`src/rtl/ps2_scan_decoder.sv`:
```
// ps2_scan_decoder
//   Deframes PS/2 keyboard traffic (start, 8 data bits LSB first, odd parity,
//   stop) and turns set-2 scan code sequences into key events. E0 marks the
//   next code as extended and F0 marks it as a break. Repeated makes of the
//   key that is already held are dropped, so downstream logic sees a single
//   make and a single break for every physical key press.
//
// Parameters
//   FILTER_LEN      consecutive equal synchronized ps2_clk samples needed
//                   before the filtered clock changes level
//   TIMEOUT_CYCLES  clk cycles without a falling edge mid-frame before the
//                   frame is abandoned
//   SUPPRESS_REPEAT 1 = drop a repeated make of the currently held key
//
// Ports
//   clk          system clock
//   rst          asynchronous active-high reset
//   ps2_clk      raw PS/2 clock line (asynchronous)
//   ps2_data     raw PS/2 data line (asynchronous)
//   key_valid    one-cycle pulse per emitted key event
//   last_change  {extended, code[7:0]} of the last event, held between events
//   key_down     1 = last event was a make, 0 = a break
//   frame_err    one-cycle pulse on framing, parity or timeout error

module ps2_scan_decoder #(
  parameter int FILTER_LEN      = 8,
  parameter int TIMEOUT_CYCLES  = 200000,
  parameter int SUPPRESS_REPEAT = 1
) (
  input  logic       clk,
  input  logic       rst,
  input  logic       ps2_clk,
  input  logic       ps2_data,
  output logic       key_valid,
  output logic [8:0] last_change,
  output logic       key_down,
  output logic       frame_err
);

  localparam int FW = $clog2(FILTER_LEN + 1);
  localparam int TW = $clog2(TIMEOUT_CYCLES + 1);

  typedef enum logic [1:0] {
    IDLE,
    DATA,
    PARITY,
    STOP
  } state_t;

  // Synchronizers reset to the idle (high) line level so that leaving reset
  // never looks like a falling edge.
  logic [1:0] clk_sync;
  logic [1:0] data_sync;
  logic       clk_s;
  logic       data_bit;

  always_ff @(posedge clk or posedge rst) begin
    if (rst) begin
      clk_sync  <= 2'b11;
      data_sync <= 2'b11;
    end else begin
      clk_sync  <= {clk_sync[0], ps2_clk};
      data_sync <= {data_sync[0], ps2_data};
    end
  end

  assign clk_s    = clk_sync[1];
  assign data_bit = data_sync[1];

  // The counter only advances while the synchronized clock disagrees with the
  // filtered one; any agreeing sample restarts it, so short glitches vanish.
  logic          filt_clk;
  logic [FW-1:0] filt_cnt;
  logic          filt_flip;
  logic          fall;

  assign filt_flip = (clk_s != filt_clk) && (filt_cnt == FW'(FILTER_LEN - 1));
  assign fall      = filt_flip && filt_clk;

  always_ff @(posedge clk or posedge rst) begin
    if (rst) begin
      filt_clk <= 1'b1;
      filt_cnt <= '0;
    end else if (clk_s == filt_clk) begin
      filt_cnt <= '0;
    end else if (filt_flip) begin
      filt_clk <= clk_s;
      filt_cnt <= '0;
    end else begin
      filt_cnt <= filt_cnt + FW'(1);
    end
  end

  // Frame and key-decode state.
  state_t        state, state_nx;
  logic [2:0]    bit_cnt, bit_cnt_nx;
  logic [7:0]    shift, shift_nx;
  logic          parity_ok, parity_ok_nx;
  logic [TW-1:0] to_cnt, to_cnt_nx;
  logic          ext, ext_nx;
  logic          brk, brk_nx;
  logic          held_valid, held_valid_nx;
  logic [8:0]    held_code, held_code_nx;
  logic          timeout;
  logic          byte_good;
  logic          err_nx;
  logic          emit;
  logic          make;
  logic [8:0]    cand;

  always_ff @(posedge clk or posedge rst) begin
    if (rst) begin
      state       <= IDLE;
      bit_cnt     <= '0;
      shift       <= '0;
      parity_ok   <= 1'b0;
      to_cnt      <= '0;
      ext         <= 1'b0;
      brk         <= 1'b0;
      held_valid  <= 1'b0;
      held_code   <= '0;
      key_valid   <= 1'b0;
      last_change <= '0;
      key_down    <= 1'b0;
      frame_err   <= 1'b0;
    end else begin
      state      <= state_nx;
      bit_cnt    <= bit_cnt_nx;
      shift      <= shift_nx;
      parity_ok  <= parity_ok_nx;
      to_cnt     <= to_cnt_nx;
      ext        <= ext_nx;
      brk        <= brk_nx;
      held_valid <= held_valid_nx;
      held_code  <= held_code_nx;
      key_valid  <= emit;
      frame_err  <= err_nx;
      if (emit) begin
        last_change <= cand;
        key_down    <= make;
      end
    end
  end

  always_comb begin
    state_nx      = state;
    bit_cnt_nx    = bit_cnt;
    shift_nx      = shift;
    parity_ok_nx  = parity_ok;
    ext_nx        = ext;
    brk_nx        = brk;
    held_valid_nx = held_valid;
    held_code_nx  = held_code;
    byte_good     = 1'b0;
    err_nx        = 1'b0;
    emit          = 1'b0;
    make          = 1'b0;
    cand          = '0;

    // A falling edge in the same cycle restarts the timeout window instead.
    timeout = (state != IDLE) && !fall && (to_cnt == TW'(TIMEOUT_CYCLES - 1));

    if (timeout) begin
      state_nx = IDLE;
      err_nx   = 1'b1;
    end else if (fall) begin
      unique case (state)
        IDLE: begin
          if (!data_bit) begin
            state_nx   = DATA;
            bit_cnt_nx = '0;
          end else begin
            err_nx = 1'b1;
          end
        end
        DATA: begin
          shift_nx   = {data_bit, shift[7:1]};
          bit_cnt_nx = bit_cnt + 3'd1;
          if (bit_cnt == 3'd7) state_nx = PARITY;
        end
        PARITY: begin
          parity_ok_nx = ^{shift, data_bit};
          state_nx     = STOP;
        end
        STOP: begin
          state_nx = IDLE;
          if (data_bit && parity_ok) byte_good = 1'b1;
          else err_nx = 1'b1;
        end
        default: state_nx = IDLE;
      endcase
    end

    to_cnt_nx = (fall || timeout || state == IDLE) ? '0 : to_cnt + TW'(1);

    if (err_nx) begin
      ext_nx = 1'b0;
      brk_nx = 1'b0;
    end else if (byte_good) begin
      case (shift)
        8'hE0: ext_nx = 1'b1;
        8'hF0: brk_nx = 1'b1;
        8'hAA, 8'hFA, 8'hEE, 8'hFE, 8'h00, 8'hFF: begin
          ext_nx = 1'b0;
          brk_nx = 1'b0;
        end
        default: begin
          cand   = {ext, shift};
          make   = !brk;
          ext_nx = 1'b0;
          brk_nx = 1'b0;
          if (make) begin
            if (!(SUPPRESS_REPEAT != 0 && held_valid && held_code == cand)) begin
              emit          = 1'b1;
              held_valid_nx = 1'b1;
              held_code_nx  = cand;
            end
          end else begin
            emit = 1'b1;
            if (held_valid && held_code == cand) held_valid_nx = 1'b0;
          end
        end
      endcase
    end
  end

endmodule

```
`config.mk`:
```
export PLATFORM = sky130hd
export DESIGN_NAME = ps2_scan_decoder
export DESIGN_NICKNAME = d
export VERILOG_FILES = /design/src/rtl/ps2_scan_decoder.sv
export SDC_FILE = /design/constraint.sdc
export NUM_CORES = 1
export LEC_CHECK = 0
export CAP_MARGIN = 20
export CORE_MARGIN = 1
export CORE_UTILIZATION = 64
export DETAILED_ROUTE_END_ITERATION = 12
export PLACE_DENSITY = 0.91
export SYNTH_ARGS = -nofsm -noshare
export SYNTH_HDL_FRONTEND = slang
export SYNTH_SLANG_ARGS = --single-unit
```
`constraint.sdc`:
```
create_clock -name clk -period 3.7 [get_ports clk]
set_clock_uncertainty 0.1 [all_clocks]
set_input_delay 0.74 -clock clk [delete_from_list [all_inputs] [get_ports clk]]
set_output_delay 0.74 -clock clk [all_outputs]
set_load 0.05 [all_outputs]
```
==> reports/summary.txt <==
Root Buffer -> clkbuf_8
PortBufs -> 15
crit path max fanout -> 9
total CTS buffers -> 9
first-pass GRT wire length -> 10.3 mm
DIE HEIGHT -> 73.1 µm
Switch Pwr -> 0.312 mW
# diodes -> 0
placement row count -> 25
Synthesized Nets -> 296
Netlist Area Pre-Place -> 3230 µm²
number of remaining DRC errors -> 0
Core ar. -> 4790 µm²
WL final -> 6.10 mm
CP Launch Type -> register
most frequent cells in the layout -> dfrtp_1, mux2_2, nor2_1, xnor2_1
Synth area leader -> dfrtp_1
combinational power share -> 5.1%
leakage -> 1.61 nW
largest net degree at the start of global routing -> 41
I/O pin count -> 16
Final Critical Period -> 2.64 ns
dpl hpwl -> 4.05 mm
Async SR Flop Fraction -> 100%
post_cts resized -> 0
Avg Cell Area, Syn -> 11.5 µm²
maximum clock rate -> 0.379 GHz
Reg power frac -> 54.2%
HP Class -> reg2reg
met3 WL -> 234 µm
Post-CTS Setup Inserts -> 0
CTS tree -> done
Worst EP arrival -> 2.77 ns
Max Slew Vio Count -> 0
GRT overflow -> 0
switching share of power -> 22.4%
clk sink count -> 65
area grow syn2layout -> 10.8%
drt pass-1 iters -> 4
# hold bufs at CTS -> 0
synth top area cells -> dfrtp_1, mux2_2, xnor2_1
CTS H-tree depth -> 3
post-DR vias/cell -> 5.80
layout cells sized above 1 -> 20.7%
RSZ-0062 raised after global routing -> no
die width -> 73.1 µm
die area -> 5340 µm²
number of DRC markers in iteration 0 -> 98
Final ANT Viol Nets -> 0
area share of the largest cell type after synthesis -> 46.5%
DRT met1 WL -> 2.69 mm
count of final setup violators -> 0
max_slew headroom -> 53.0%
Ys Warns -> 0
Met2 Routed Length -> 2.97 mm
gpl congestion -> 0.832
initial core utilization -> 67.5%
slew of the pin with the lowest slew margin -> 0.700 ns
total number of vias -> 2159
vias in the first global route -> 2195
# fillers -> 304
Fin. Hold Viols -> 0
status -> finished, final reports clean
most common cell after layout, fill and taps aside -> dfrtp_1
Critical Path RT -> 3.83 ns
Worst-path clk slew -> 0.06 ns
Tcrit/Tclk final -> 71.4%
number of flops mapped to enable cells by yosys -> 0
DR top layer -> met4
drt wl/cell -> 16.4 µm
GRT Total Usage -> 26.4%
critical path endpoint category -> register
Most used DFF post-synth -> dfrtp_1
maximum VDD drop -> 0.000342 V
nets -> 314
Clock Power Share -> 40.7%
Tot Pwr -> 1.39 mW
setup TNS -> 0 ns
clk_lat worst skew -> 0.35 ns
Seq cells post-synth -> 65
PwrDens -> 388 nW/µm²
cells after synthesis -> 282
Power Internal -> 1.08 mW
MaxCap Viol Count -> 0
Synth cell types -> 49
Setup CP Type -> reg2reg
CTS Buffer Depth -> 2
Seq/Total Area, Yosys -> 50.5%
antenna violations before repair -> 0
-- area by class of cell --
cell class	instances	area [µm²]	area share, %
Clock buffer	14	183	5.10
Tap cell	67	83.8	2.34
Multi-Input combinational cell	194	1460	40.6
Timing Repair Buffer	18	173	4.82
Inverter	12	45.0	1.26
Clock inverter	2	10.0	0.279
Sequential cell	65	1630	45.6
-- worst max-delay path, cell delays in order (launching register included) --
cell and delay (ns):
dfrtp_1 0.41, inv_1 0.08, ha_1 0.27, and2_2 0.25, o21ai_2 0.19, nand3_4 0.13
nor4_4 0.66, mux2_2 0.43
-- cell usage after synthesis, drive strengths merged (3+ instances only) --
cell and number:
nor4 11, inv 12, dfstp 5, clkbuf 4
nand4 7, and2 3, xnor2 20, nand3 13
o21ai 5, dfrtp 60, nor2 28, nand2 14
xor2 15, ha 10, buf 7, mux2 28
nor3 10
-- registers in the layout, summed over array words and instances (netlist names), 2 cells and up --
register / flops
bit_cnt: 3
clk_sync: 2
held_code: 9
filt_cnt: 4
last_change: 9
state: 2
shift: 8
to_cnt: 18
data_sync: 2
-- logic make-up (layout without fill, tap and decap cells) --
kind of cell,after synthesis,count (layout),share of synthesized area [%]
simple gates,99,99,16.9
flops,65,65,50.5
xor+xnor,35,35,9.49
mux,29,29,10.1
buf+inv,23,46,4.45
compound gates,21,21,4.68
fa+ha+maj,10,10,3.87
-- through the flow --
stage	util, %	cells	hold slack [ns]	setup WS [ns]	instance area (µm²)
6_report	74.8	372	0.262	1.06	3580
5_1_grt	74.8	372	0.264	0.913	3580
4_1_cts	74.8	372	0.260	1.03	3580
3_5_place_dp	70.8	356	0.251	1.06	3390
3_3_place_gp	70.8	356	0.245	1.18	3390
2_1_floorplan	-	282	0.245	1.24	3230
-- power by group through the flow --
stage	Combinational (mW)	Sequential, mW	Clock (mW)
6_report	0.0705	0.754	0.566
5_1_grt	0.0797	0.757	0.606
4_1_cts	0.0721	0.754	0.576
3_5_place_dp	0.0713	0.767	0
3_3_place_gp	0.0689	0.765	0
2_1_floorplan	0.0543	0.763	0
-- layer usage --
layer  track usage, %  vias up
li1                 -     1011
met5                0        -
met2             41.2       48
met1             33.6     1079
met4             16.6        0
met3             5.66       21
-- path summary, 6_finish.rpt --
kind	startpoint	end	slack, ns	cells past startpoint
setup / recovery	state[0]	held_code[8]	1.06	7
hold / removal	data_sync[0]	data_sync[1]	0.26	0
setup reg to reg	state[0]	held_code[8]	1.06	7
hold reg to reg	data_sync[0]	data_sync[1]	0.26	0
max in group asynchronous	rst	clk_sync[0]	2.39	3
min in group asynchronous	rst	last_change[4]	0.67	3
No activity file was read; power rests on OpenSTA's default activity.
